===== src/rtl/sysid_check_pkg.sv =====
// -----------------------------------------------------------------------------
// sysid_check_pkg
// Shared types and helpers for the boot-time system-ID check sequencer.
//   state_e  : sequencer state encoding (3-bit)
//   ADDR_ID  : slave word holding the system ID
//   ADDR_TS  : slave word holding the build timestamp
//   clog2()  : bit width needed to hold the values 0..value-1
// -----------------------------------------------------------------------------
package sysid_check_pkg;

    typedef enum logic [2:0] {
        ST_IDLE    = 3'd0,
        ST_RD_ID   = 3'd1,
        ST_RD_TS   = 3'd2,
        ST_BACKOFF = 3'd3,
        ST_COMPARE = 3'd4,
        ST_DONE    = 3'd5
    } state_e;

    localparam logic ADDR_ID = 1'b0;
    localparam logic ADDR_TS = 1'b1;

    // Called with (limit + 1) so the result can represent 0..limit.
    // Never returns less than 1 so a limit of 0 still yields a legal vector.
    function automatic int clog2(input int value);
        int result;
        int v;
        result = 0;
        v      = value - 1;
        while (v > 0) begin
            result = result + 1;
            v      = v >> 1;
        end
        return (result < 1) ? 1 : result;
    endfunction

endpackage


===== src/rtl/sysid_check_ctrl_if.sv =====
// -----------------------------------------------------------------------------
// sysid_check_ctrl_if
// Avalon-MM read-only link between the check sequencer and the system-ID slave.
//   avm_address     : word select (0 = ID, 1 = timestamp), master -> slave
//   avm_read        : read strobe, master -> slave
//   avm_waitrequest : slave stall, slave -> master
//   avm_readdata    : 32-bit read data, slave -> master
// -----------------------------------------------------------------------------
interface sysid_check_ctrl_if;

    logic        avm_address;
    logic        avm_read;
    logic        avm_waitrequest;
    logic [31:0] avm_readdata;

    modport master (
        output avm_address,
        output avm_read,
        input  avm_waitrequest,
        input  avm_readdata
    );

    modport slave (
        input  avm_address,
        input  avm_read,
        output avm_waitrequest,
        output avm_readdata
    );

endinterface


===== src/rtl/sysid_check_timeout.sv =====
// -----------------------------------------------------------------------------
// sysid_check_timeout
// Stall counter for one read attempt. Counts cycles while enable is high,
// saturates at LIMIT and flags terminal once LIMIT stalled cycles have been
// seen, so the next stalled cycle is the one that exceeds the allowance.
//   clock, reset_n : clock and asynchronous active-low reset
//   clear          : return the count to zero (takes priority over enable)
//   enable         : count this cycle
//   terminal       : count has reached LIMIT
// -----------------------------------------------------------------------------
module sysid_check_timeout
    import sysid_check_pkg::*;
#(
    parameter int LIMIT = 255
) (
    input  logic clock,
    input  logic reset_n,
    input  logic clear,
    input  logic enable,
    output logic terminal
);

    localparam int               CNT_W   = clog2(LIMIT + 1);
    localparam logic [CNT_W-1:0] LIMIT_V = CNT_W'(LIMIT);
    localparam logic [CNT_W-1:0] ONE_V   = CNT_W'(1);

    logic [CNT_W-1:0] count_q;
    logic [CNT_W-1:0] count_d;

    assign terminal = (count_q == LIMIT_V);

    always_comb begin
        count_d = count_q;
        if (clear) begin
            count_d = '0;
        end else if (enable && !terminal) begin
            count_d = count_q + ONE_V;
        end
    end

    always_ff @(posedge clock or negedge reset_n) begin
        if (!reset_n) begin
            count_q <= '0;
        end else begin
            count_q <= count_d;
        end
    end

endmodule


===== src/rtl/sysid_check_ctrl.sv =====
// -----------------------------------------------------------------------------
// sysid_check_ctrl
// Boot-time sequencer: reads system-ID word 0 and timestamp word 1 over
// Avalon-MM, compares them with generation-time constants and reports the
// result. Every output is a flop.
//   clock, reset_n : clock and asynchronous active-low reset
//   start          : one-cycle request to run a check (ignored while busy)
//   avm            : Avalon-MM master port (address, read, waitrequest, readdata)
//   busy           : sequence in progress
//   done           : sequence finished, held until the next accepted start
//   id_ok, ts_ok   : comparison results, valid while done
//   timeout_err    : sequence aborted after exhausting read retries
//   id_value       : last captured word 0
//   ts_value       : last captured word 1
// -----------------------------------------------------------------------------
module sysid_check_ctrl
    import sysid_check_pkg::*;
#(
    parameter logic [31:0] EXPECTED_ID    = 32'd0,
    parameter logic [31:0] EXPECTED_TS    = 32'd1486089823,
    parameter int          TIMEOUT_CYCLES = 255,
    parameter int          MAX_RETRIES    = 3,
    parameter bit          AUTO_START     = 1'b1
) (
    input  logic               clock,
    input  logic               reset_n,
    input  logic               start,
    sysid_check_ctrl_if.master avm,
    output logic               busy,
    output logic               done,
    output logic               id_ok,
    output logic               ts_ok,
    output logic               timeout_err,
    output logic [31:0]        id_value,
    output logic [31:0]        ts_value
);

    localparam logic [3:0] RETRY_LIMIT = 4'(MAX_RETRIES);

    state_e      state_q, state_d;
    logic [3:0]  retry_q, retry_d;
    logic        autostart_q, autostart_d;
    logic        read_q, read_d;
    logic        address_q, address_d;
    logic        busy_q, busy_d;
    logic        done_q, done_d;
    logic        id_ok_q, id_ok_d;
    logic        ts_ok_q, ts_ok_d;
    logic        timeout_err_q, timeout_err_d;
    logic [31:0] id_value_q, id_value_d;
    logic [31:0] ts_value_q, ts_value_d;

    logic        in_read;
    logic        launch;
    logic [3:0]  retry_inc;
    logic        tmo_clear;
    logic        tmo_enable;
    logic        tmo_terminal;

    assign in_read   = (state_q == ST_RD_ID) || (state_q == ST_RD_TS);
    assign retry_inc = retry_q + 4'd1;

    // Autostart only applies from IDLE; from DONE only an explicit start counts.
    assign launch = ((state_q == ST_IDLE) && (start || autostart_q)) ||
                    ((state_q == ST_DONE) && start);

    // Any state change (including BACKOFF back into a read) restarts the
    // stall count, so each read attempt gets the full allowance.
    assign tmo_clear  = (state_d != state_q);
    assign tmo_enable = in_read && avm.avm_waitrequest;

    sysid_check_timeout #(
        .LIMIT (TIMEOUT_CYCLES)
    ) u_timeout (
        .clock    (clock),
        .reset_n  (reset_n),
        .clear    (tmo_clear),
        .enable   (tmo_enable),
        .terminal (tmo_terminal)
    );

    // Next-state and next-output logic. Outputs are derived from the next
    // state so that they are registered alongside it.
    always_comb begin
        state_d       = state_q;
        retry_d       = retry_q;
        autostart_d   = autostart_q;
        id_value_d    = id_value_q;
        ts_value_d    = ts_value_q;
        id_ok_d       = id_ok_q;
        ts_ok_d       = ts_ok_q;
        timeout_err_d = timeout_err_q;

        case (state_q)
            ST_IDLE, ST_DONE: begin
                if (launch) begin
                    state_d       = ST_RD_ID;
                    autostart_d   = 1'b0;
                    retry_d       = 4'd0;
                    id_ok_d       = 1'b0;
                    ts_ok_d       = 1'b0;
                    timeout_err_d = 1'b0;
                end
            end
            ST_RD_ID, ST_RD_TS: begin
                if (!avm.avm_waitrequest) begin
                    if (state_q == ST_RD_ID) begin
                        id_value_d = avm.avm_readdata;
                        state_d    = ST_RD_TS;
                    end else begin
                        ts_value_d = avm.avm_readdata;
                        state_d    = ST_COMPARE;
                    end
                end else if (tmo_terminal) begin
                    // Retries are counted across both reads of one sequence.
                    retry_d = retry_inc;
                    if (retry_inc < RETRY_LIMIT) begin
                        state_d = ST_BACKOFF;
                    end else begin
                        state_d       = ST_DONE;
                        timeout_err_d = 1'b1;
                        id_ok_d       = 1'b0;
                        ts_ok_d       = 1'b0;
                    end
                end
            end
            ST_BACKOFF: begin
                // The address flop still holds the word that stalled.
                state_d = (address_q == ADDR_TS) ? ST_RD_TS : ST_RD_ID;
            end
            ST_COMPARE: begin
                id_ok_d = (id_value_q == EXPECTED_ID);
                ts_ok_d = (ts_value_q == EXPECTED_TS);
                state_d = ST_DONE;
            end
            default: begin
                state_d = ST_IDLE;
            end
        endcase

        read_d    = (state_d == ST_RD_ID) || (state_d == ST_RD_TS);
        busy_d    = read_d || (state_d == ST_BACKOFF) || (state_d == ST_COMPARE);
        done_d    = (state_d == ST_DONE);
        address_d = address_q;
        if (state_d == ST_RD_ID) begin
            address_d = ADDR_ID;
        end else if (state_d == ST_RD_TS) begin
            address_d = ADDR_TS;
        end
    end

    // State and output registers; reset re-arms the autostart flag.
    always_ff @(posedge clock or negedge reset_n) begin
        if (!reset_n) begin
            state_q       <= ST_IDLE;
            retry_q       <= 4'd0;
            autostart_q   <= AUTO_START;
            read_q        <= 1'b0;
            address_q     <= ADDR_ID;
            busy_q        <= 1'b0;
            done_q        <= 1'b0;
            id_ok_q       <= 1'b0;
            ts_ok_q       <= 1'b0;
            timeout_err_q <= 1'b0;
            id_value_q    <= 32'd0;
            ts_value_q    <= 32'd0;
        end else begin
            state_q       <= state_d;
            retry_q       <= retry_d;
            autostart_q   <= autostart_d;
            read_q        <= read_d;
            address_q     <= address_d;
            busy_q        <= busy_d;
            done_q        <= done_d;
            id_ok_q       <= id_ok_d;
            ts_ok_q       <= ts_ok_d;
            timeout_err_q <= timeout_err_d;
            id_value_q    <= id_value_d;
            ts_value_q    <= ts_value_d;
        end
    end

    assign avm.avm_read    = read_q;
    assign avm.avm_address = address_q;
    assign busy            = busy_q;
    assign done            = done_q;
    assign id_ok           = id_ok_q;
    assign ts_ok           = ts_ok_q;
    assign timeout_err     = timeout_err_q;
    assign id_value        = id_value_q;
    assign ts_value        = ts_value_q;

endmodule


===== src/flat_wrapper.sv =====
// flat-port wrapper written by rule: the top's interface ports become plain ports
module sysid_check_ctrl_flat import sysid_check_pkg::*;
#(
    parameter logic [31:0] EXPECTED_ID    = 32'd0,
    parameter logic [31:0] EXPECTED_TS    = 32'd1486089823,
    parameter int          TIMEOUT_CYCLES = 255,
    parameter int          MAX_RETRIES    = 3,
    parameter bit          AUTO_START     = 1'b1
)
  (clock, reset_n, start, busy, done, id_ok, ts_ok, timeout_err, id_value, ts_value, avm_avm_address, avm_avm_read, avm_avm_waitrequest, avm_avm_readdata);
  sysid_check_ctrl_if avm_i ();
  input  logic clock;
  input  logic reset_n;
  input  logic start;
  output logic busy;
  output logic done;
  output logic id_ok;
  output logic ts_ok;
  output logic timeout_err;
  output logic [31:0] id_value;
  output logic [31:0] ts_value;
  output wire logic [$bits(avm_i.avm_address)-1:0] avm_avm_address;
  output wire logic [$bits(avm_i.avm_read)-1:0] avm_avm_read;
  input wire logic [$bits(avm_i.avm_waitrequest)-1:0] avm_avm_waitrequest;
  input wire logic [$bits(avm_i.avm_readdata)-1:0] avm_avm_readdata;
  assign avm_avm_address = avm_i.avm_address;
  assign avm_avm_read = avm_i.avm_read;
  assign avm_i.avm_waitrequest = avm_avm_waitrequest;
  assign avm_i.avm_readdata = avm_avm_readdata;
  sysid_check_ctrl #(.EXPECTED_ID(EXPECTED_ID), .EXPECTED_TS(EXPECTED_TS), .TIMEOUT_CYCLES(TIMEOUT_CYCLES), .MAX_RETRIES(MAX_RETRIES), .AUTO_START(AUTO_START)) u_core (.clock(clock), .reset_n(reset_n), .start(start), .avm(avm_i), .busy(busy), .done(done), .id_ok(id_ok), .ts_ok(ts_ok), .timeout_err(timeout_err), .id_value(id_value), .ts_value(ts_value));
endmodule

===== config.mk =====
export PLATFORM = sky130hd
export DESIGN_NAME = sysid_check_ctrl_flat
export DESIGN_NICKNAME = d
export VERILOG_FILES = /design/src/rtl/sysid_check_pkg.sv /design/src/rtl/sysid_check_ctrl_if.sv /design/src/rtl/sysid_check_timeout.sv /design/src/rtl/sysid_check_ctrl.sv /design/src/flat_wrapper.sv
export SDC_FILE = /design/constraint.sdc
export NUM_CORES = 1
export LEC_CHECK = 0
export BUFFER_PORTS_ARGS = -buffer_cell sky130_fd_sc_hd__buf_2
export CAP_MARGIN = 10
export CELL_PAD_IN_SITES_DETAIL_PLACEMENT = 1
export CELL_PAD_IN_SITES_GLOBAL_PLACEMENT = 1
export CORE_ASPECT_RATIO = 0.8
export CORE_UTILIZATION = 45
export CTS_CLUSTER_DIAMETER = 80
export DETAILED_ROUTE_END_ITERATION = 8
export PLACE_DENSITY_LB_ADDON = 0.1
export RECOVER_POWER = 25
export SKIP_CTS_REPAIR_TIMING = 1
export SLEW_MARGIN = 20
export SYNTH_ARGS = -nofsm -noshare
export SYNTH_HDL_FRONTEND = slang
export SYNTH_SLANG_ARGS = --single-unit

===== constraint.sdc =====
create_clock -name clock -period 4.5 [get_ports clock]
set_clock_uncertainty 0.1 [all_clocks]
set_input_delay 1.125 -clock clock [delete_from_list [all_inputs] [get_ports clock]]
set_output_delay 1.125 -clock clock [all_outputs]
set_load 0.05 [all_outputs]

==> run_results.csv, run 1 <==
group,metric,value,unit
clocking,htreeDepth,3,
die,io_pins,107,
place,dp_hpwl,7.63,mm
synth,synthMuxAreaShare,18.8,%
synth,synthCells,315,
global_route,track_usage,23.8,%
die,die_height,86.3,microns
sta,worst_pin_slew,1.82,ns
drt,finalWirelength,10.3,mm
sta,finalHoldViolCount,0,
final_layout,drive_gt1_share,47.1,%
clocking,cts_root_buf,"clkbuf_8",
drt,drt_iter0_markers,162,
drt,vias,3010,
final_layout,final_common_cell,"buf_2",
setup_path,endpoint_kind,"async pin",
place,io_buffers,106,
sta,maxSlewHeadroom,-21.3,%
setup_path,criticalPathCategory,"input pin to async pin",
synth,synth_compound_area_share,7.27,%
sta,fin_setup_tns,0,ns
sta,fin_crit_sh,55.8,%
die,start_util,46.7,%
sta,finalCriticalPeriod,2.51,ns
global_route,gr-max-usage-layer,"met2",
synth,synth-simple-area-share,14.3,%
setup_path,path_delay_family,"buffers and inverters",
setup_path,worstSetupStartpointType,"input pin",
final_layout,antenna_cells,0,
setup_path,critPathArrivalTime,2.88,ns
place,gp_congestion,0.781,
clocking,cts.sinks,87,
die,std_cell_rows,30,
synth,synth_fp_nets,354,
setup_path,worstPathMaxFanout,72,
final_layout,fin_nets,461,
synth,synth_top_area_share,53.9,%
final_layout,fin_util,56.2,%
final_layout,layout_common_cells,"105 x buf_2, 86 x dfrtp_1, 63 x mux2_2, 12 x nor3_1",
die,die_w,107,microns
setup_path,slowest_stage,"clkbuf_2",
synth,synth-seq-area-share,54.6,%
status,status,"finished with violations",
global_route,use_met1,33.9,%
clocking,cts-buffers-inserted,9,
drt,first_pass_iters,4,
drt,post-route-drc-count,0,
clocking,clock_latency,0.35,ns
global_route,met3_usage,5.71,%
clocking,cts_tree,"yes",
worst_hold_path,hold_path_class,"flop to flop",
drt,via_per_inst,5.58,
synth,post-synth-top-area-cell,"dfrtp_1",
synth,synthArstFlopShare,100,%
die,dieArea,0.00926,sq mm
status,violations,"max-capacitance violations, max-slew violations",
synth,syn_avg_cell_area,12.7,sq um
sta,fmax,399,MHz
final_layout,syn_to_final_growth,20.4,%
setup_path,crit_required,4.87,ns
setup_path,critPathBufInv,2,
sta,slew_viol_final,73,
synth,synth_area_leaders,"dfrtp_1 54%, mux2_2 18%, nor4_1 1.7%, nor3_1 1.5%, nand3_1 1.4%",
synth,synth_top_family_by_area,"multiplexers",
run,drv_cap,1,
synth,synth-xor-area-share,1.72,%
sta,finalSetupViolations,0,
synth,syn-cell-area,0.00399,sq mm
sta,whs,0.393,ns
final_layout,final_area,0.00481,sq mm
global_route,grt_pass1_vias,3101,
setup_path,cp_cell_sequence,"clkbuf_2, buf_4",
drt,post_drt_wl_per_cell,19.2,microns
synth,ys_types,60,
sta,rsz0062_at_grt,"false",
drt,drtAntennaViolNets,0,
synth,synthAdderAreaFrac,0.940,%
synth,yosysWarnings,0,
synth,synth_seq_cells,87,
global_route,antenna_found_initial,0,
global_route,met2_usage,36.7,%
die,core,0.00856,sq mm
place,dpl_cell_area,0.00460,sq mm
global_route,grt_max_degree,73,
synth,synth_edf_count,0,
setup_path,cpPeakStageDelay,1.27,ns
synth,synthFlopType,"dfrtp_1",
global_route,grt_pass1_wl,16.8,mm
clocking,clock_path_buffers,2,
global_route,grt-ovfl-total,0,
clocking,cts.clk_slew.worst_paths,0.08,ns
final timing paths:
check,cells past startpoint,startpoint,endpoint,slack [ns]
setup / recovery,2,reset_n,u_core.autostart_q$_DFFE_PN1P_,1.99
hold / removal,1,u_core.autostart_q$_DFFE_PN1P_,u_core.autostart_q$_DFFE_PN1P_,0.39
setup reg to reg,6,u_core.retry_q[0]$_DFFE_PN0P_,u_core.u_timeout.count_q[2]$_DFFE_PN0P_,2.14
hold reg to reg,1,u_core.autostart_q$_DFFE_PN1P_,u_core.autostart_q$_DFFE_PN1P_,0.39
max in group clock,6,avm_avm_waitrequest,u_core.u_timeout.count_q[4]$_DFFE_PN0P_,2.13
min in group asynchronous,1,reset_n,u_core.id_value[8]$_DFFE_PN0P_,1.14
cell usage after synthesis (2+ instances only):
library cell	count
a21oi_1	6
a31oi_1	3
and2_1	3
and3_1	2
and4_1	2
buf_2	7
buf_6	3
clkbuf_1	2
dfrtp_1	86
ha_1	3
inv_1	2
mux2_2	63
mux2i_1	3
nand2_1	10
nand2b_1	3
nand3_1	11
nand3b_1	3
nand4_1	3
nand4b_1	4
nor2_1	10
nor2b_1	5
nor3_1	12
nor3b_1	3
nor4_1	11
nor4bb_1	3
o211ai_1	2
o21ai_0	9
o311ai_0	2
or2_1	2
or3_1	2
xnor2_1	6
sequential cells by signal, indices dropped and copies added (netlist names):
signal,count
u_core.state_q,3
u_core.retry_q,4
u_core.timeout_err,1
u_core.autostart_q,1
u_core.avm.avm_read,1
u_core.u_timeout.count_q,8
u_core.id_value,32
u_core.avm.avm_address,1
u_core.id_ok,1
u_core.ts_value,32
u_core.ts_ok,1
u_core.busy,1
u_core.done,1
layout make-up:
cell class / instances / area, sq um
clock buffer: 10 / 138
clock inverter: 6 / 67.6
fill: 937 / 3750
inverter: 3 / 11.3
multi-input combinational: 212 / 1720
sequential: 87 / 2180
tap: 112 / 140
timing repair buffer: 109 / 553
through the flow:
step | worst slack [ns] | instances
after floorplan | 1.99 | 315
after global placement | 1.84 | 523
after detailed placement | 1.77 | 523
after CTS | 2.13 | 539
after global routing | 1.69 | 539
final | 1.99 | 539
kinds of logic after synthesis:
| group | count (synthesis) |
|---|---|
| compound gates | 40 |
| xor+xnor | 7 |
| fa+ha+maj | 3 |
| buf+inv | 16 |
| flops | 87 |
| mux | 67 |
| simple gates | 95 |
metal layers:
metal | vias up | share of wire, %
met5 | - | 0
met4 | 0 | 0.81
met3 | 7 | 5.1
met2 | 83 | 47
met1 | 1533 | 47
li1 | 1387 | -
Power of run 1 is not shown: default switching activity piles up to over one toggle a cycle in this logic, so the estimate is an artifact.
==> run 2: changes to the inputs <==
--- a/config.mk
+++ b/config.mk
@@ -10,7 +10,7 @@
 export CELL_PAD_IN_SITES_DETAIL_PLACEMENT = 1
 export CELL_PAD_IN_SITES_GLOBAL_PLACEMENT = 1
 export CORE_ASPECT_RATIO = 0.8
-export CORE_UTILIZATION = 45
+export CORE_UTILIZATION = 41
 export CTS_CLUSTER_DIAMETER = 80
 export DETAILED_ROUTE_END_ITERATION = 8
 export PLACE_DENSITY_LB_ADDON = 0.1
==> constraint.sdc (replaced) <==
create_clock -name clock -period 2.4 [get_ports clock]
set_clock_uncertainty 0.1 [all_clocks]
set_input_delay 0.6 -clock clock [delete_from_list [all_inputs] [get_ports clock]]
set_output_delay 0.6 -clock clock [all_outputs]
set_load 0.05 [all_outputs]
==> run 2 against run 1 <==
Effect of this change:
- the run ends with design-rule violations, max-capacitance violations, max-slew violations left
- utilization decreased by 2.6 points
- setup slack worse by 1.8 ns
- non-clock buffer count rose by 5
- clock-buffer cell count grew 5
- register-to-register slack worse by 1.9 ns
- final cell count grew 1.5%
- die area up 9.6%
- critical path depth up 4
- global-route usage down 1.9 points
- routed wire length is 0.60% lower
- via count shrank 1.6%
- flip-flop and latch count unchanged
==> run_results.csv, run 2 (synthesis results as in run 1) <==
group,metric,value,unit
place,dp_slack,0.183,ns
setup_path,crit-reg2reg-capture,"u_core.u_timeout.count_q[2]$_DFFE_PN0P_",
place,io_buffers,106,
clocking,clock_latency,0.33,ns
worst_hold_path,holdPathStages,1,
clocking,cts_root_buf,"clkbuf_16",
die,io_pins,107,
global_route,grt_pass1_vias,3127,
setup_path,crit_required,2.53,ns
setup_path,worstSetupStartpointType,"flop",
sta,fin_crit_sh,91.6,%
setup_path,endpoint_kind,"flop",
setup_path,reg2reg_depth,6,
setup_path,worstReg2RegStart,"u_core.retry_q[0]$_DFFE_PN0P_",
status,violations,"design-rule violations, max-capacitance violations, max-slew violations",
sta,rsz0062_at_grt,"false",
sta,finalCriticalPeriod,2.20,ns
drt,via_per_inst,5.41,
place,dp_hpwl,7.61,mm
global_route,grt-ovfl-total,0,
clocking,htreeDepth,3,
setup_path,worstPathMaxFanout,8,
drt,drtAntennaViolNets,0,
clocking,cts.sinks,87,
worst_hold_path,min_from,"u_core.autostart_q$_DFFE_PN1P_",
sta,layout_setup_ws,0.201,ns
sta,finalSetupViolations,0,
drt,vias,2962,
drt,first_pass_iters,6,
sta,fin_setup_tns,0,ns
clocking,cts-buffers-inserted,9,
global_route,track_usage,22.0,%
sta,fmax,455,MHz
status,status,"finished with violations",
worst_hold_path,hold_path_class,"flop to flop",
die,die_w,112,microns
clocking,clock_path_buffers,2,
die,std_cell_rows,31,
place,gp_congestion,0.791,
sta,finalHoldViolCount,0,
global_route,antenna_found_initial,0,
die,dieArea,0.0101,sq mm
setup_path,critPathArrivalTime,2.33,ns
sta,maxSlewHeadroom,-11.7,%
final_layout,drive_gt1_share,46.5,%
final_layout,final_common_cell,"buf_2",
die,core,0.00927,sq mm
global_route,grt_pass1_wl,17.0,mm
setup_path,criticalPathCategory,"flop to flop",
setup_path,ff2ff_setup_slack,0.20,ns
final_layout,antenna_cells,0,
clocking,cts_tree,"yes",
worst_hold_path,min_to,"u_core.autostart_q$_DFFE_PN1P_",
global_route,grt_max_degree,61,
die,start_util,43.1,%
die,die_height,90.3,microns
final_layout,syn_to_final_growth,24.4,%
clocking,cts.clk_slew.worst_paths,0.06,ns
sta,worst_pin_slew,1.67,ns
final_layout,layout_common_cells,"105 x buf_2, 86 x dfrtp_1, 63 x mux2_2, 12 x nor3_1",
run,drv_cap,1,
drt,drt_iter0_markers,131,
final_layout,fillers,1001,
final_layout,fin_nets,466,
drt,post-route-drc-count,9,
sta,slew_viol_final,28,
drt,finalWirelength,10.3,mm
drt,post_drt_wl_per_cell,18.8,microns
## run 2: layer usage
metal / wire length, microns / GRT usage, % / up-vias
met3: 546 / 6.17 / 11
met5: 0 / 0 / -
met2: 4860 / 34.7 / 77
met4: 99 / 5.67 / 0
met1: 4770 / 29.8 / 1487
li1: - / - / 1387
## run 2: worst max-delay path by stage
stage / start / to / cells after the start / slack, ns
5_1_grt: u_core.retry_q[0]$_DFFE_PN0P_ / u_core.u_timeout.count_q[2]$_DFFE_PN0P_ / 6 / 0.04
3_3_place_gp: avm_avm_waitrequest / u_core.u_timeout.count_q[2]$_DFFE_PN0P_ / 6 / 0.26
3_5_place_dp: avm_avm_waitrequest / u_core.avm.avm_address$_DFFE_PN0P_ / 6 / 0.18
6_report: u_core.retry_q[0]$_DFFE_PN0P_ / u_core.u_timeout.count_q[2]$_DFFE_PN0P_ / 6 / 0.20
2_1_floorplan: avm_avm_waitrequest / u_core.avm.avm_address$_DFFE_PN0P_ / 6 / 0.42
4_1_cts: u_core.retry_q[0]$_DFFE_PN0P_ / u_core.u_timeout.count_q[2]$_DFFE_PN0P_ / 6 / 0.20
## run 2: stage by stage
stage | area (sq um) | hold slack (ns) | std cells | util (%)
5_1_grt | 4970 | 0.402 | 547 | 53.6
3_5_place_dp | 4680 | 0.393 | 531 | 50.5
4_1_cts | 4970 | 0.103 | 547 | 53.6
6_report | 4970 | 0.399 | 547 | 53.6
3_3_place_gp | 4680 | 0.383 | 531 | 50.5
2_1_floorplan | 3990 | 0.204 | 315 | -
## run 2: final cells by class
cell class	count	area, sq um	share of cell area [%]
clock inverter	1	30.0	0.605
multi-input combinational	212	1720	34.6
clock buffer	15	258	5.19
inverter	3	11.3	0.227
timing repair buffer	114	627	12.6
tap	115	144	2.90
sequential	87	2180	43.9
## run 2: worst max-delay path: stages, from the launching register on
cell      delay (ns)
dfrtp_1         0.45
ha_1            0.27
nor4_1          0.33
a31o_2          0.26
a311oi_1        0.07
o21a_1          0.33
nor4_1          0.29
Power of run 2 is left out for the same reason.
==> run 3: changes to the inputs <==
--- a/config.mk
+++ b/config.mk
@@ -10,7 +10,8 @@
 export CELL_PAD_IN_SITES_DETAIL_PLACEMENT = 1
 export CELL_PAD_IN_SITES_GLOBAL_PLACEMENT = 1
 export CORE_ASPECT_RATIO = 0.8
-export CORE_UTILIZATION = 41
+export CORE_UTILIZATION = 43
+export CTS_BUF_LIST = sky130_fd_sc_hd__clkbuf_2 sky130_fd_sc_hd__clkbuf_4 sky130_fd_sc_hd__clkbuf_8
 export CTS_CLUSTER_DIAMETER = 80
 export DETAILED_ROUTE_END_ITERATION = 8
 export PLACE_DENSITY_LB_ADDON = 0.1
@@ -19,4 +20,6 @@
 export SLEW_MARGIN = 20
 export SYNTH_ARGS = -nofsm -noshare
 export SYNTH_HDL_FRONTEND = slang
+export SYNTH_HIERARCHICAL = 1
 export SYNTH_SLANG_ARGS = --single-unit
+export TNS_END_PERCENT = 20
==> run 3 against run 2 <==
Effect of this change:
- design area grew 1.2%
- final cell count up 2.0%
- routed wire length is 1.1% lower
- setup slack got worse by 0.054 ns
- highest routed layer unchanged
- sequential share of layout area fell by 0.53 points
- the flow now finishes without violations
==> run_results.csv, run 3 <==
group,metric,value,unit
drt,drtAntennaViolNets,0,
die,start_util,44.5,%
sta,worst_pin_slew,1.18,ns
synth,synth-simple-area-share,13.3,%
synth,synthMuxAreaShare,19.1,%
final_layout,multi_input_area,0.00174,sq mm
setup_path,critPathArrivalTime,2.43,ns
final_layout,layout_common_cells,"105 x buf_2, 86 x dfrtp_1, 56 x mux2_2, 21 x buf_4, 11 x nor2_1",
die,io_pins,107,
worst_hold_path,hold_path_class,"input pin to flop",
synth,synth_compound_area_share,8.17,%
setup_path,ff2ff_setup_slack,0.15,ns
die,die_w,111,microns
final_layout,antenna_cells,0,
synth,synth_edf_count,0,
sta,maxSlewHeadroom,21.1,%
sta,finalSetupViolations,0,
synth,synth_area_leaders,"dfrtp_1 53%, mux2_2 16%, buf_6 2.5%, mux2_1 2.5%, nor4_1 1.5%",
place,dp_hpwl,7.54,mm
synth,synth_seq_cells,87,
clocking,cts_tree,"yes",
sta,slew_viol_final,0,
clocking,cts-buffers-inserted,9,
final_layout,fillers,1011,
setup_path,cp_cell_sequence,"ha_2, and4_4, and2_4, nand3b_1, a21oi_2, a2bb2oi_2, xnor2_1, o311ai_1, buf_4, o21bai_1, a31oi_1",
setup_path,worstSetupStartpointType,"flop",
setup_path,reg2reg_depth,11,
final_layout,register_area,0.00218,sq mm
clocking,clock_latency,0.35,ns
drt,first_pass_iters,4,
clocking,htreeDepth,3,
drt,post-route-drc-count,0,
clocking,cts.sinks,87,
setup_path,criticalPathCategory,"flop to flop",
die,dieArea,0.00984,sq mm
synth,synthAdderAreaFrac,0.924,%
drt,drt_iter0_markers,125,
synth,ys_types,60,
clocking,cts.clk_slew.worst_paths,0.09,ns
clocking,clock_path_buffers,2,
final_layout,final_common_cell,"buf_2",
final_layout,syn_to_final_growth,23.9,%
die,core,0.00911,sq mm
global_route,antenna_found_initial,0,
drt,via_per_inst,5.44,
synth,synthFlopType,"dfrtp_1",
drt,finalWirelength,10.2,mm
setup_path,cpPeakStageDelay,0.36,ns
final_layout,fin_nets,478,
worst_hold_path,min_to,"u_core/id_value[6]$_DFFE_PN0P_",
setup_path,endpoint_kind,"flop",
setup_path,worstReg2RegStart,"u_core/u_timeout/count_q[1]$_DFFE_PN0P_",
synth,syn_avg_cell_area,13.0,sq um
sta,finalHoldViolCount,0,
synth,synth-xor-area-share,0.832,%
clocking,cts_root_buf,"clkbuf_8",
sta,rsz0062_at_grt,"true",
synth,post-synth-top-count-cell,"dfrtp_1",
synth,post-synth-top-area-cell,"dfrtp_1",
worst_hold_path,holdPathStages,2,
synth,yosysWarnings,6,
sta,fin_setup_tns,0,ns
drt,post_drt_wl_per_cell,18.2,microns
synth,synth-seq-area-share,53.7,%
setup_path,crit-reg2reg-capture,"u_core/u_timeout/count_q[3]$_DFFE_PN0P_",
synth,syn-cell-area,0.00406,sq mm
die,std_cell_rows,31,
final_layout,drive_gt1_share,49.4,%
global_route,grt_max_degree,88,
global_route,track_usage,21.9,%
global_route,grt_pass1_wl,16.4,mm
setup_path,worstPathMaxFanout,11,
global_route,grt_pass1_vias,3077,
global_route,grt-ovfl-total,0,
place,dp_cells,542,
synth,synth_top_area_share,53.0,%
setup_path,crit_required,2.57,ns
place,io_buffers,106,
sta,fmax,444,MHz
die,die_height,88.9,microns
run,drv_cap,0,
setup_path,slowest_stage,"dfrtp_1",
synth,synth_fp_nets,352,
worst_hold_path,min_from,"avm_avm_readdata[6]",
synth,synthArstFlopShare,100,%
synth,synth_top_family_by_area,"multiplexers",
drt,vias,3035,
final_layout,final-instance-count-excl-fill,558,
place,gp_congestion,0.838,
status,status,"complete, no violations",
synth,synthCells,313,
synth,synth_commonest_cells,"86 x dfrtp_1, 56 x mux2_2, 11 x nor2_1",
sta,finalCriticalPeriod,2.25,ns
sta,fin_crit_sh,93.9,%
run 3: cell types whose count changed after synthesis, moves of 3 or more:
cell      change
nand2b_1      +6
mux2_2        -7
o21bai_1      +3
nor3_1       -10
and2_1        -3
xnor2_1       -4
buf_2         -6
inv_1         +7
o21ai_0       -4
buf_6         +6
a211oi_1      +4
mux2_1        +8
run 3: cell type report:
type,count,area share (%)
Multi-Input combinational cell,203,34.6
Timing Repair Buffer,129,14.3
Clock inverter,4,1.39
Sequential cell,87,43.3
Tap cell,115,2.86
Clock buffer,11,2.89
Inverter,9,0.672
run 3: worst max-delay path by stage:
stage	from	endpoint	slack [ns]
2_1_floorplan	u_core/u_timeout/count_q[0]$_DFFE_PN0P_	u_core/u_timeout/count_q[0]$_DFFE_PN0P_	0.007
3_3_place_gp	u_core/u_timeout/count_q[1]$_DFFE_PN0P_	u_core/u_timeout/count_q[0]$_DFFE_PN0P_	0.24
3_5_place_dp	u_core/u_timeout/count_q[1]$_DFFE_PN0P_	u_core/u_timeout/count_q[6]$_DFFE_PN0P_	0.18
4_1_cts	u_core/u_timeout/count_q[1]$_DFFE_PN0P_	u_core/u_timeout/count_q[3]$_DFFE_PN0P_	0.15
5_1_grt	u_core/u_timeout/count_q[1]$_DFFE_PN0P_	u_core/u_timeout/count_q[1]$_DFFE_PN0P_	0.008
6_report	u_core/u_timeout/count_q[1]$_DFFE_PN0P_	u_core/u_timeout/count_q[3]$_DFFE_PN0P_	0.15
run 3: layer usage:
| layer | vias up | global-route usage, % | wire length [microns] |
|---|---|---|---|
| met1 | 1536 | 29.9 | 4800 |
| met4 | 0 | 5.45 | 78 |
| met3 | 5 | 6.10 | 520 |
| li1 | 1413 | - | - |
| met2 | 81 | 34.8 | 4760 |
| met5 | - | 0 | 0 |
run 3: critical path, delay by kind of cell (launching register included):
family | cells | cell delay (ns)
buf+inv | 1 | 0.20
xor+xnor | 1 | 0.14
flops | 1 | 0.36
compound gates | 5 | 0.76
simple gates | 3 | 0.44
fa+ha+maj | 1 | 0.18
run 3: logic make-up after synthesis:
group | count (synthesis)
DFF | 87
and+or+nand+nor | 83
muxes | 69
AOI/OAI and AO/OA | 45
buffers and inverters | 23
xor gates and xnor gates | 3
adders and majority gates | 3
run 3: stage by stage:
step	setup WS (ns)	utilization, %	cell area, sq um	hold slack [ns]
after global placement	0.241	52.7	4800	0.394
final	0.147	55.2	5030	0.380
after detailed placement	0.175	52.7	4800	0.392
after floorplan	0.00708	-	4070	0.204
after CTS	0.154	55.0	5020	0.191
after global routing	0.00809	55.2	5030	0.368
Power of run 3 is left out for the same reason.
